### config.mk
export PLATFORM = sky130hd
export DESIGN_NAME = shift_sequencer
export DESIGN_NICKNAME = d
export VERILOG_FILES = /design/src/rtl/shift_sequencer.sv
export SDC_FILE = /design/constraint.sdc
export NUM_CORES = 1
export LEC_CHECK = 0
export BUFFER_PORTS_ARGS = -buffer_cell sky130_fd_sc_hd__buf_2
export CAP_MARGIN = 20
export CORE_ASPECT_RATIO = 0.75
export CORE_MARGIN = 3
export CORE_UTILIZATION = 52
export DETAILED_ROUTE_END_ITERATION = 8
export GPL_ROUTABILITY_DRIVEN = 0
export PLACE_DENSITY_LB_ADDON = 0.1
export SYNTH_ARGS = -nofsm -noshare
export SYNTH_HDL_FRONTEND = slang
export SYNTH_SLANG_ARGS = --single-unit
### constraint.sdc
create_clock -name clk -period 2 [get_ports clk]
set_clock_uncertainty 0.05 [all_clocks]
set_input_delay 0.4 -clock clk [delete_from_list [all_inputs] [get_ports clk]]
set_output_delay 0.4 -clock clk [all_outputs]
set_load 0.02 [all_outputs]
### src/rtl/shift_sequencer.sv
// shift_sequencer: multi-pass controller around a 4-bit barrel shifter.
// A command's total amount is split into passes of at most 3 bit positions.
// Each pass goes through one barrel_shifter and its result is registered.
// Optional build macro ROT_MOD_EN: rotate amounts are reduced mod 4 on accept.
// This shortens rotate latency without changing the result.

module barrel_shifter (
    input  logic       select,      // 0 = shift (zero fill), 1 = rotate
    input  logic       direction,   // 0 = right, 1 = left
    input  logic [1:0] shift_value,
    input  logic [3:0] data,
    output logic [3:0] result
);
    logic [7:0] dbl;

    assign dbl = {data, data};

    // Combinational shift/rotate by 0..3 positions
    always_comb begin
        result = data;
        case ({select, direction})
            2'b00:   result = data >> shift_value;
            2'b01:   result = data << shift_value;
            2'b10:   result = 4'(dbl >> shift_value);
            2'b11:   result = 4'((dbl << shift_value) >> 4);
            default: result = data;
        endcase
    end
endmodule

module shift_sequencer #(
    parameter int AMT_WIDTH = 4
) (
    input  logic                 clk,
    input  logic                 rst_n,
    input  logic                 flush,
    input  logic                 in_valid,
    output logic                 in_ready,
    input  logic                 in_select,
    input  logic                 in_direction,
    input  logic [AMT_WIDTH-1:0] in_amount,
    input  logic [3:0]           in_data,
    output logic                 out_valid,
    input  logic                 out_ready,
    output logic [3:0]           out_data,
    output logic                 busy
);
    typedef enum logic [1:0] {IDLE, RUN, DONE} state_t;

    state_t               state, state_nxt;
    logic [3:0]           work;
    logic [AMT_WIDTH-1:0] remaining;
    logic                 sel_q;
    logic                 dir_q;
    logic [1:0]           step;
    logic [AMT_WIDTH-1:0] rem_nxt;
    logic [AMT_WIDTH-1:0] load_amt;
    logic [3:0]           shift_out;
    logic                 accept;

`ifdef ROT_MOD_EN
    // A rotate by a multiple of 4 is the identity, so only amount mod 4 matters
    assign load_amt = in_select ? AMT_WIDTH'(in_amount[1:0]) : in_amount;
`else
    assign load_amt = in_amount;
`endif

    assign step      = (remaining >= AMT_WIDTH'(3)) ? 2'd3 : remaining[1:0];
    assign rem_nxt   = remaining - AMT_WIDTH'(step);
    assign accept    = (state == IDLE) && in_valid && !flush;
    assign in_ready  = (state == IDLE);
    assign out_valid = (state == DONE);
    assign busy      = (state != IDLE);
    assign out_data  = work;

    barrel_shifter u_shifter (
        .select      (sel_q),
        .direction   (dir_q),
        .shift_value (step),
        .data        (work),
        .result      (shift_out)
    );

    // Next-state logic; flush forces IDLE over both handshakes
    always_comb begin
        state_nxt = state;
        case (state)
            IDLE:    if (in_valid) state_nxt = (load_amt == '0) ? DONE : RUN;
            RUN:     if (rem_nxt == '0) state_nxt = DONE;
            DONE:    if (out_ready) state_nxt = IDLE;
            default: state_nxt = IDLE;
        endcase
        if (flush) state_nxt = IDLE;
    end

    // State register
    always_ff @(posedge clk) begin
        if (!rst_n) state <= IDLE;
        else        state <= state_nxt;
    end

    // Work word, remaining count and latched mode: load on accept, one pass per RUN cycle
    always_ff @(posedge clk) begin
        if (!rst_n) begin
            work      <= '0;
            remaining <= '0;
            sel_q     <= 1'b0;
            dir_q     <= 1'b0;
        end else if (accept) begin
            work      <= in_data;
            remaining <= load_amt;
            sel_q     <= in_select;
            dir_q     <= in_direction;
        end else if (state == RUN && !flush) begin
            work      <= shift_out;
            remaining <= rem_nxt;
        end
    end
endmodule

==> tab_implementation.tex, run 1 <==
\begin{tabular}{lr}
\hline
Metric & Value \\
\hline
\multicolumn{2}{l}{\textbf{Finish}} \\
\quad Register Area & 240.2 µm² \\
\quad Area growth from synthesis to final layout & 14.73\% \\
\quad Layout cells sized above 1 & 26.95\% \\
\quad Summed area of non-filler cells in the final layout & 1101 µm² \\
\quad Final layout net count & 158 \\
\quad N\_diodes & 0 \\
\quad Number of fill cells in the layout & 131 \\
\quad Footprint of the multi-input gates & $\sim$660 µm² \\
\multicolumn{2}{l}{\textbf{STA}} \\
\quad Sum Neg Setup Slack & 0 ns \\
\quad Rel. slew slack & 67.23\% \\
\quad Actual slew at the worst max-slew pin & 0.4908 ns \\
\quad Final period demand of the worst path & roughly 1.7 ns \\
\quad Final Hold Violating Endpoints & 0 \\
\quad RSZ-0062 raised after global routing & false \\
\quad Fmax & 579.8 MHz \\
\quad Slew Limit Fails & 0 \\
\quad Final count of negative-setup-slack endpoints & 0 \\
\quad Final worst-path cycle share & 86.24\% \\
\multicolumn{2}{l}{\textbf{Setup path}} \\
\quad Setup Crit Path Kind & register to register \\
\quad Data arrival at the endpoint of the critical path & $\sim$1.9 ns \\
\quad Critical path startpoint category & register \\
\quad Chain of cells forming the critical path & nor2\_1 -> or2\_2 -> ha\_1 -> nand2\_1 -> a311oi\_1 \\
\quad Data required time of the critical path & 2.14 ns \\
\quad Largest stage delay on the critical path & approximately 0.56 ns \\
\quad Largest delay share family, worst path & flip-flops \\
\quad Buffers plus inverters on the worst setup path & 0 \\
\quad Endpoint class of the critical path & register \\
\quad Cell at the slowest stage of the critical path & sky130\_fd\_sc\_hd\_\_dfxtp\_1 \\
\quad Crit Path Max Fanout & 12 \\
\multicolumn{2}{l}{\textbf{Power}} \\
\quad Static leakage power & roughly 0.41 nW \\
\quad VDD IR-drop max & 0.4635 mV \\
\quad Areal power density over the cells & 604.9 nW/µm² \\
\multicolumn{2}{l}{\textbf{Route}} \\
\quad Via density per instance & between 6 and 7 \\
\quad Vias post-DR & 1011 \\
\quad Wirelength per Cell & 15.00 µm \\
\quad Routed wire length & 2.430 mm \\
\quad Residual DRC count & 0 \\
\quad Antenna-violating nets left & 0 \\
\quad Initial DRC Count & 35 \\
\quad First drt pass iteration count & 4 \\
\multicolumn{2}{l}{\textbf{Logic synthesis}} \\
\quad Flops \& latches, synth & 12 \\
\quad Total number of yosys warnings & 0 \\
\quad Synthesized-area fraction occupied by ao, oa, aoi and oai cells & 32.07\% \\
\quad Syn Area/Cell & 7.866 µm² \\
\quad Cell taking the most area after synthesis & sky130\_fd\_sc\_hd\_\_dfxtp\_1 \\
\quad Post-synthesis instance area & 959.7 µm² \\
\quad Fraction of the yosys area taken by sequential cells & 25.03\% \\
\quad Gate count after technology mapping & 122 \\
\quad Combinational family with the most area after synthesis & simple AND/OR/NAND/NOR gates \\
\quad Top-area cell type share of the netlist area & about 25\% \\
\quad Area share of fa/ha/maj cells after synthesis & 1.304\% \\
\quad Synth Net Count & 138 \\
\quad Area share of xor/xnor cells in the synthesized design & 0\% \\
\quad Number of distinct library cell variants in the gate-level netlist after synthesis & 46 \\
\quad Main area contributors after synthesis & sky130\_fd\_sc\_hd\_\_dfxtp\_1, sky130\_fd\_sc\_hd\_\_a21oi\_1, sky130\_fd\_sc\_hd\_\_o21ai\_0 \\
\quad Multiplexer share of the synthesized area & 2.086\% \\
\quad Basic-gate share of the synthesized area counting and, or, nand and nor cells & 33.25\% \\
\multicolumn{2}{l}{\textbf{Die}} \\
\quad Height of the die & between 40 and 50 µm \\
\quad Core Box Area & 1607 µm² \\
\quad FP Rows & 12 \\
\quad Total die area & 2402 µm² \\
\quad Die Width & between 50 and 60 µm \\
\quad Number of top-level design ports & 22 \\
\quad Starting utilization of the core area & 59.74\% \\
\multicolumn{2}{l}{\textbf{CTS}} \\
\quad Sink count of the clock tree & 12 \\
\quad Number of buffers added for setup after CTS & 0 \\
\quad Clk\_lat worst skew & 0.29 ns \\
\quad Clock-pin slew on the worst setup and hold paths & 0.09 ns \\
\quad Inserted Clock Buffers & 3 \\
\quad Number of hold buffers added after cts & 0 \\
\quad Buffer levels on the longest clock path & 2 \\
\quad Resized cells post-CTS & 0 \\
\quad Htree depth & 1 \\
\quad Clock root buffer & sky130\_fd\_sc\_hd\_\_clkbuf\_4 \\
\quad Clock tree from TritonCTS & done \\
\multicolumn{2}{l}{\textbf{Job}} \\
\quad Max Cap Violations & 0 \\
\multicolumn{2}{l}{\textbf{Min path}} \\
\quad Worst hold path class & primary input to register \\
\multicolumn{2}{l}{\textbf{Global routing}} \\
\quad Antenna violations before repair & 0 \\
\quad Wire length of the first global-routing pass & 4.091 mm \\
\quad Pin count of the biggest net entering global routing & 16 \\
\quad All-layer global routing usage & 21.59\% \\
\quad Via count of the first global-routing pass & between 800 and 900 \\
\quad Congestion Overflow GR & 0 \\
\multicolumn{2}{l}{\textbf{Placement}} \\
\quad Post-detail-place hpwl & 1.795 mm \\
\quad Placed instance area & 1065 µm² \\
\quad Number of buffers inserted by port buffering & 21 \\
\multicolumn{2}{l}{\textbf{Status}} \\
\quad Run status & completed \\
\hline
\end{tabular}
layout make-up:
cell class                      instances  area share (%)
Timing Repair Buffer                   24           11.59
Sequential cell                        12           21.82
Tap cell                               21           2.386
Multi-Input combinational cell         98           59.89
Inverter                                3           1.023
Clock buffer                            4           3.295
metrics by stage:
step | hold WS, ns | worst slack (ns) | cells | power [mW] | util [%]
floorplan | 0.4479 | 0.4399 | 122 | 0.4080 | -
detailed placement | 0.4946 | 0.3131 | 158 | 0.4630 | 66.28
global route | 0.3026 | 0.1222 | 162 | 0.7060 | 68.54
CTS | 0.2962 | 0.2907 | 162 | 0.6692 | 68.54
finish | 0.3018 | 0.2751 | 162 | 0.6660 | 68.54
global placement | 0.4807 | 0.3529 | 158 | 0.4610 | 66.28
cell usage in the layout, fill, tap and decap left out, types with 3 or more instances in the layout:
cell / n
sky130_fd_sc_hd__buf_2: 21
sky130_fd_sc_hd__a221oi_1: 3
sky130_fd_sc_hd__nor2b_1: 4
sky130_fd_sc_hd__a21boi_0: 4
sky130_fd_sc_hd__a21oi_1: 11
sky130_fd_sc_hd__nand3_1: 4
sky130_fd_sc_hd__clkbuf_4: 3
sky130_fd_sc_hd__buf_4: 3
sky130_fd_sc_hd__o21ai_0: 11
sky130_fd_sc_hd__nand2b_1: 5
sky130_fd_sc_hd__dfxtp_1: 12
sky130_fd_sc_hd__nand2_1: 12
sky130_fd_sc_hd__nor2_1: 5
sky130_fd_sc_hd__inv_1: 3
Yosys cell counts (all sizes together):
cell     instances
or3b             1
a31oi            1
a21oi           11
nand2           12
a311o            1
mux2i            2
o211a            1
o31a             2
o31ai            1
nor3b            2
o32ai            1
ha               1
a311oi           1
nand2b           5
a21boi           4
a21o             1
o41ai            1
a221oi           3
or3              1
clkbuf           2
nor2             5
o21ai           12
buf              7
dfxtp           12
inv              3
nor2b            4
o221ai           1
or4b             3
nor4b            3
nor4             1
nand3            4
o22ai            2
nand3b           1
o211ai           2
o2111ai          1
or2              2
nor3             4
and2             1
report_power, final:
group	total [mW]	internal [mW]	switching [mW]
registers	0.285	0.254	0.0315
logic	0.176	0.0789	0.0973
clock network	0.205	0.111	0.0938
total	0.666	0.443	0.223
registers in the layout (all words and copies together), names as in the netlist:
register	count
remaining	4
dir_q	1
state	2
out_data	4
sel_q	1
layer usage:
layer	vias up	wire (µm)	GRT usage (%)	share of wire (%)
li1	502	-	-	-
met1	462	1179	30.89	49
met2	42	1053	30.42	43
met3	5	177	6.687	7.3
met4	0	20	6.311	0.82
met5	-	0	0	0
worst register-to-register path, stage by stage (launching register included):
cell and delay [ns]:
sky130_fd_sc_hd__dfxtp_1 0.56, sky130_fd_sc_hd__nor2_1 0.12, sky130_fd_sc_hd__or2_2 0.31, sky130_fd_sc_hd__ha_1 0.28, sky130_fd_sc_hd__nand2_1 0.05, sky130_fd_sc_hd__a311oi_1 0.26
cells by family after synthesis:
kind of cell	after synthesis
AOI/OAI and AO/OA	46
adders and majority gates	1
buffers and inverters	12
DFF	12
muxes	2
and+or+nand+nor	49
path summary, 6_finish.rpt:
kind	startpoint	endpoint	slack, ns	depth (start not counted)
worst max-delay path	remaining[2]	remaining[1]	0.28	5
worst min-delay path	in_direction	dir_q	0.30	3
worst max register to register	remaining[2]	remaining[1]	0.28	5
worst min register to register	remaining[1]	remaining[1]	0.51	2
No activity file was read; power rests on OpenSTA's default activity.
==> inputs of run 2 (changes only) <==
CORE_MARGIN = 5   (was 3)
SETUP_SLACK_MARGIN = 0.3   (was unset)
==> run 2 against run 1 <==
Sequential power hardly changed. Count of clock-buffer cells in the layout stayed put. Setup slack better by 0.096 ns. Critical path depth is 2 lower. First-iteration DRC count is 57% higher. Core utilization is 3.3 points lower. Via count is 3.3% higher.
==> tab_implementation.tex, run 2 (synthesis gave the netlist of run 1 again) <==
\begin{tabular}{lr}
\hline
Metric & Value \\
\hline
\multicolumn{2}{l}{\textbf{CTS}} \\
\quad Inserted Clock Buffers & 3 \\
\quad Sink count of the clock tree & 12 \\
\quad Clock root buffer & sky130\_fd\_sc\_hd\_\_clkbuf\_4 \\
\quad Clock-pin slew on the worst setup and hold paths & 0.08 ns \\
\quad Buffer levels on the longest clock path & 2 \\
\quad Htree depth & 1 \\
\quad Number of hold buffers added after cts & 0 \\
\quad Clk\_lat worst skew & 0.28 ns \\
\quad Clock tree from TritonCTS & done \\
\multicolumn{2}{l}{\textbf{Global routing}} \\
\quad Pin count of the biggest net entering global routing & 14 \\
\quad Congestion Overflow GR & 0 \\
\quad Via count of the first global-routing pass & 854 \\
\quad All-layer global routing usage & around a fifth \\
\quad Wire length of the first global-routing pass & just over 4 mm \\
\quad Antenna violations before repair & 0 \\
\multicolumn{2}{l}{\textbf{Setup path}} \\
\quad Crit. Startpoint & state[0] \\
\quad Endpoint of the worst-slack reg-to-reg timing path & out\_data[0] \\
\quad Cell at the slowest stage of the critical path & sky130\_fd\_sc\_hd\_\_dfxtp\_1 \\
\quad Destination of the critical timing path & busy \\
\quad Data arrival at the endpoint of the critical path & $\sim$1.2 ns \\
\quad Reg2reg start & remaining[3] \\
\quad Chain of cells forming the critical path & nor2\_1 -> inv\_1 -> buf\_2 \\
\quad Setup Crit Path Kind & register to output port \\
\quad Data required time of the critical path & 1.55 ns \\
\quad Largest stage delay on the critical path & 0.53 ns \\
\quad Endpoint class of the critical path & output port \\
\quad Worst-case reg-to-reg path depth & 4 \\
\quad Crit Path Max Fanout & 10 \\
\quad Critical path startpoint category & register \\
\quad Worst-case register-to-register setup slack & 0.37 ns \\
\multicolumn{2}{l}{\textbf{Finish}} \\
\quad Commonest cells after routing, fill and taps aside & sky130\_fd\_sc\_hd\_\_buf\_2, sky130\_fd\_sc\_hd\_\_nand2\_1, sky130\_fd\_sc\_hd\_\_a21oi\_1, sky130\_fd\_sc\_hd\_\_o21ai\_0, sky130\_fd\_sc\_hd\_\_dfxtp\_1 \\
\quad N\_diodes & 0 \\
\quad Layout cells sized above 1 & 31.47\% \\
\quad Area growth from synthesis to final layout & 18.25\% \\
\quad Most common cell after layout, fill and taps aside & sky130\_fd\_sc\_hd\_\_buf\_2 \\
\quad Final layout net count & 160 \\
\multicolumn{2}{l}{\textbf{Die}} \\
\quad Height of the die & approximately 47 µm \\
\quad Die Width & 59.61 µm \\
\quad FP Rows & 13 \\
\quad Number of top-level design ports & 22 \\
\quad Total die area & 2814 µm² \\
\quad Core Box Area & between 1500 and 2000 µm² \\
\quad Starting utilization of the core area & between 50\% and 60\% \\
\multicolumn{2}{l}{\textbf{Power}} \\
\quad Internal Pwr Total & 0.4463 mW \\
\quad Switch Pwr & 0.2251 mW \\
\quad VDD IR-drop max & 0.3353 mV \\
\quad Sequential Power Share & 43.0\% \\
\quad Areal power density over the cells & 591.6 nW/µm² \\
\quad Static leakage power & 0.4299 nW \\
\quad Net switching share of the total power & around a third \\
\quad Share of total power in combinational logic & 27.1\% \\
\quad Clock share of power & around 30\% \\
\multicolumn{2}{l}{\textbf{STA}} \\
\quad Sum Neg Setup Slack & 0 ns \\
\quad RSZ-0062 raised after global routing & false \\
\quad Final period demand of the worst path & $\sim$1.6 ns \\
\quad Slew Limit Fails & 0 \\
\quad Fmax & 613.9 MHz \\
\quad Rel. slew slack & 67.40\% \\
\quad Final Hold Violating Endpoints & 0 \\
\quad Actual slew at the worst max-slew pin & 0.4827 ns \\
\quad Final count of negative-setup-slack endpoints & 0 \\
\quad Final critical-path setup slack & 0.3711 ns \\
\quad Final worst-path cycle share & 81.45\% \\
\multicolumn{2}{l}{\textbf{Route}} \\
\quad Via density per instance & between 6 and 7 \\
\quad Initial DRC Count & 55 \\
\quad Vias post-DR & between 1000 and 1500 \\
\quad Residual DRC count & 0 \\
\quad Wirelength per Cell & 16.08 µm \\
\quad Routed wire length & between 2 and 3 mm \\
\quad First drt pass iteration count & 4 \\
\quad Antenna-violating nets left & 0 \\
\multicolumn{2}{l}{\textbf{Job}} \\
\quad Max Cap Violations & 0 \\
\multicolumn{2}{l}{\textbf{Status}} \\
\quad Run status & completed \\
\multicolumn{2}{l}{\textbf{Min path}} \\
\quad WHS Path Cells & 3 \\
\quad Worst hold path class & primary input to register \\
\multicolumn{2}{l}{\textbf{Placement}} \\
\quad Number of buffers inserted by port buffering & 21 \\
\quad Dpl ws & 0.2911 ns \\
\quad Post-detail-place hpwl & 1.928 mm \\
\hline
\end{tabular}
-- run 2: cell types whose count changed in the layout (fill, tap and decap cells not counted) --
cell	change
sky130_fd_sc_hd__dfxtp_2	+3
sky130_fd_sc_hd__nor3_4	+1
sky130_fd_sc_hd__nor3_2	-1
sky130_fd_sc_hd__dfxtp_4	+2
sky130_fd_sc_hd__buf_4	+2
sky130_fd_sc_hd__dfxtp_1	-5
-- run 2: area by class of cell --
| class | instances | area [µm²] |
|---|---|---|
| Sequential cell | 12 | 251.5 |
| Fill cell | 151 | 605.6 |
| Clock buffer | 4 | 36.28 |
| Tap cell | 22 | 27.53 |
| Inverter | 3 | 11.26 |
| Multi-Input combinational cell | 98 | 665.6 |
| Timing Repair Buffer | 26 | 142.6 |
-- run 2: through the flow --
step	cell area, µm²	util [%]	hold slack, ns	total power [mW]	std cells
final	1135	65.20	0.3029	0.6714	165
after global routing	1135	65.20	0.2816	0.7113	165
after CTS	1105	63.48	0.3073	0.6645	163
after detailed placement	1066	61.25	0.5026	0.4633	159
after global placement	1066	61.25	0.4815	0.4585	159
after floorplan	959.7	-	0.4479	0.4080	122
-- run 2: power by group through the flow --
stage	Sequential, mW	Combinational (mW)	Clock (mW)
3_3_place_gp	0.290	0.169	0
5_1_grt	0.291	0.198	0.222
2_1_floorplan	0.278	0.130	0
6_report	0.288	0.182	0.201
3_5_place_dp	0.291	0.172	0
4_1_cts	0.286	0.174	0.204
-- run 2: how the worst min path moves through the flow --
stage / start / endpoint / slack, ns
finish: in_direction / dir_q / 0.30
CTS: in_select / sel_q / 0.31
global placement: remaining[1] / remaining[1] / 0.48
global route: in_direction / dir_q / 0.28
floorplan: remaining[1] / remaining[1] / 0.45
detailed placement: remaining[1] / remaining[1] / 0.50
-- run 2: timing repair --
action | 4_1_cts | 5_1_grt
gates cloned | 0 | 0
buffers inserted | 0 | 2
gates resized for setup | 2 | 6
pin swaps | 0 | 1
setup endpoints to repair | 1 | 8
endpoints found under the hold margin | 0 | 0
-- run 2: routing by layer --
| layer | global-route usage, % | vias up | share of wire [%] |
|---|---|---|---|
| met5 | 0 | - | 0 |
| li1 | - | 506 | - |
| met1 | 26.54 | 476 | 45 |
| met4 | 6.637 | 0 | 1.8 |
| met3 | 6.593 | 10 | 7.4 |
| met2 | 30.07 | 52 | 45 |
-- run 2: worst max-delay path: cells and delay by family (launching register included) --
| family | cells | cell delay, ns |
|---|---|---|
| flip-flops | 1 | 0.53 |
| buffers and inverters | 2 | 0.22 |
| AND/OR/NAND/NOR | 1 | 0.15 |
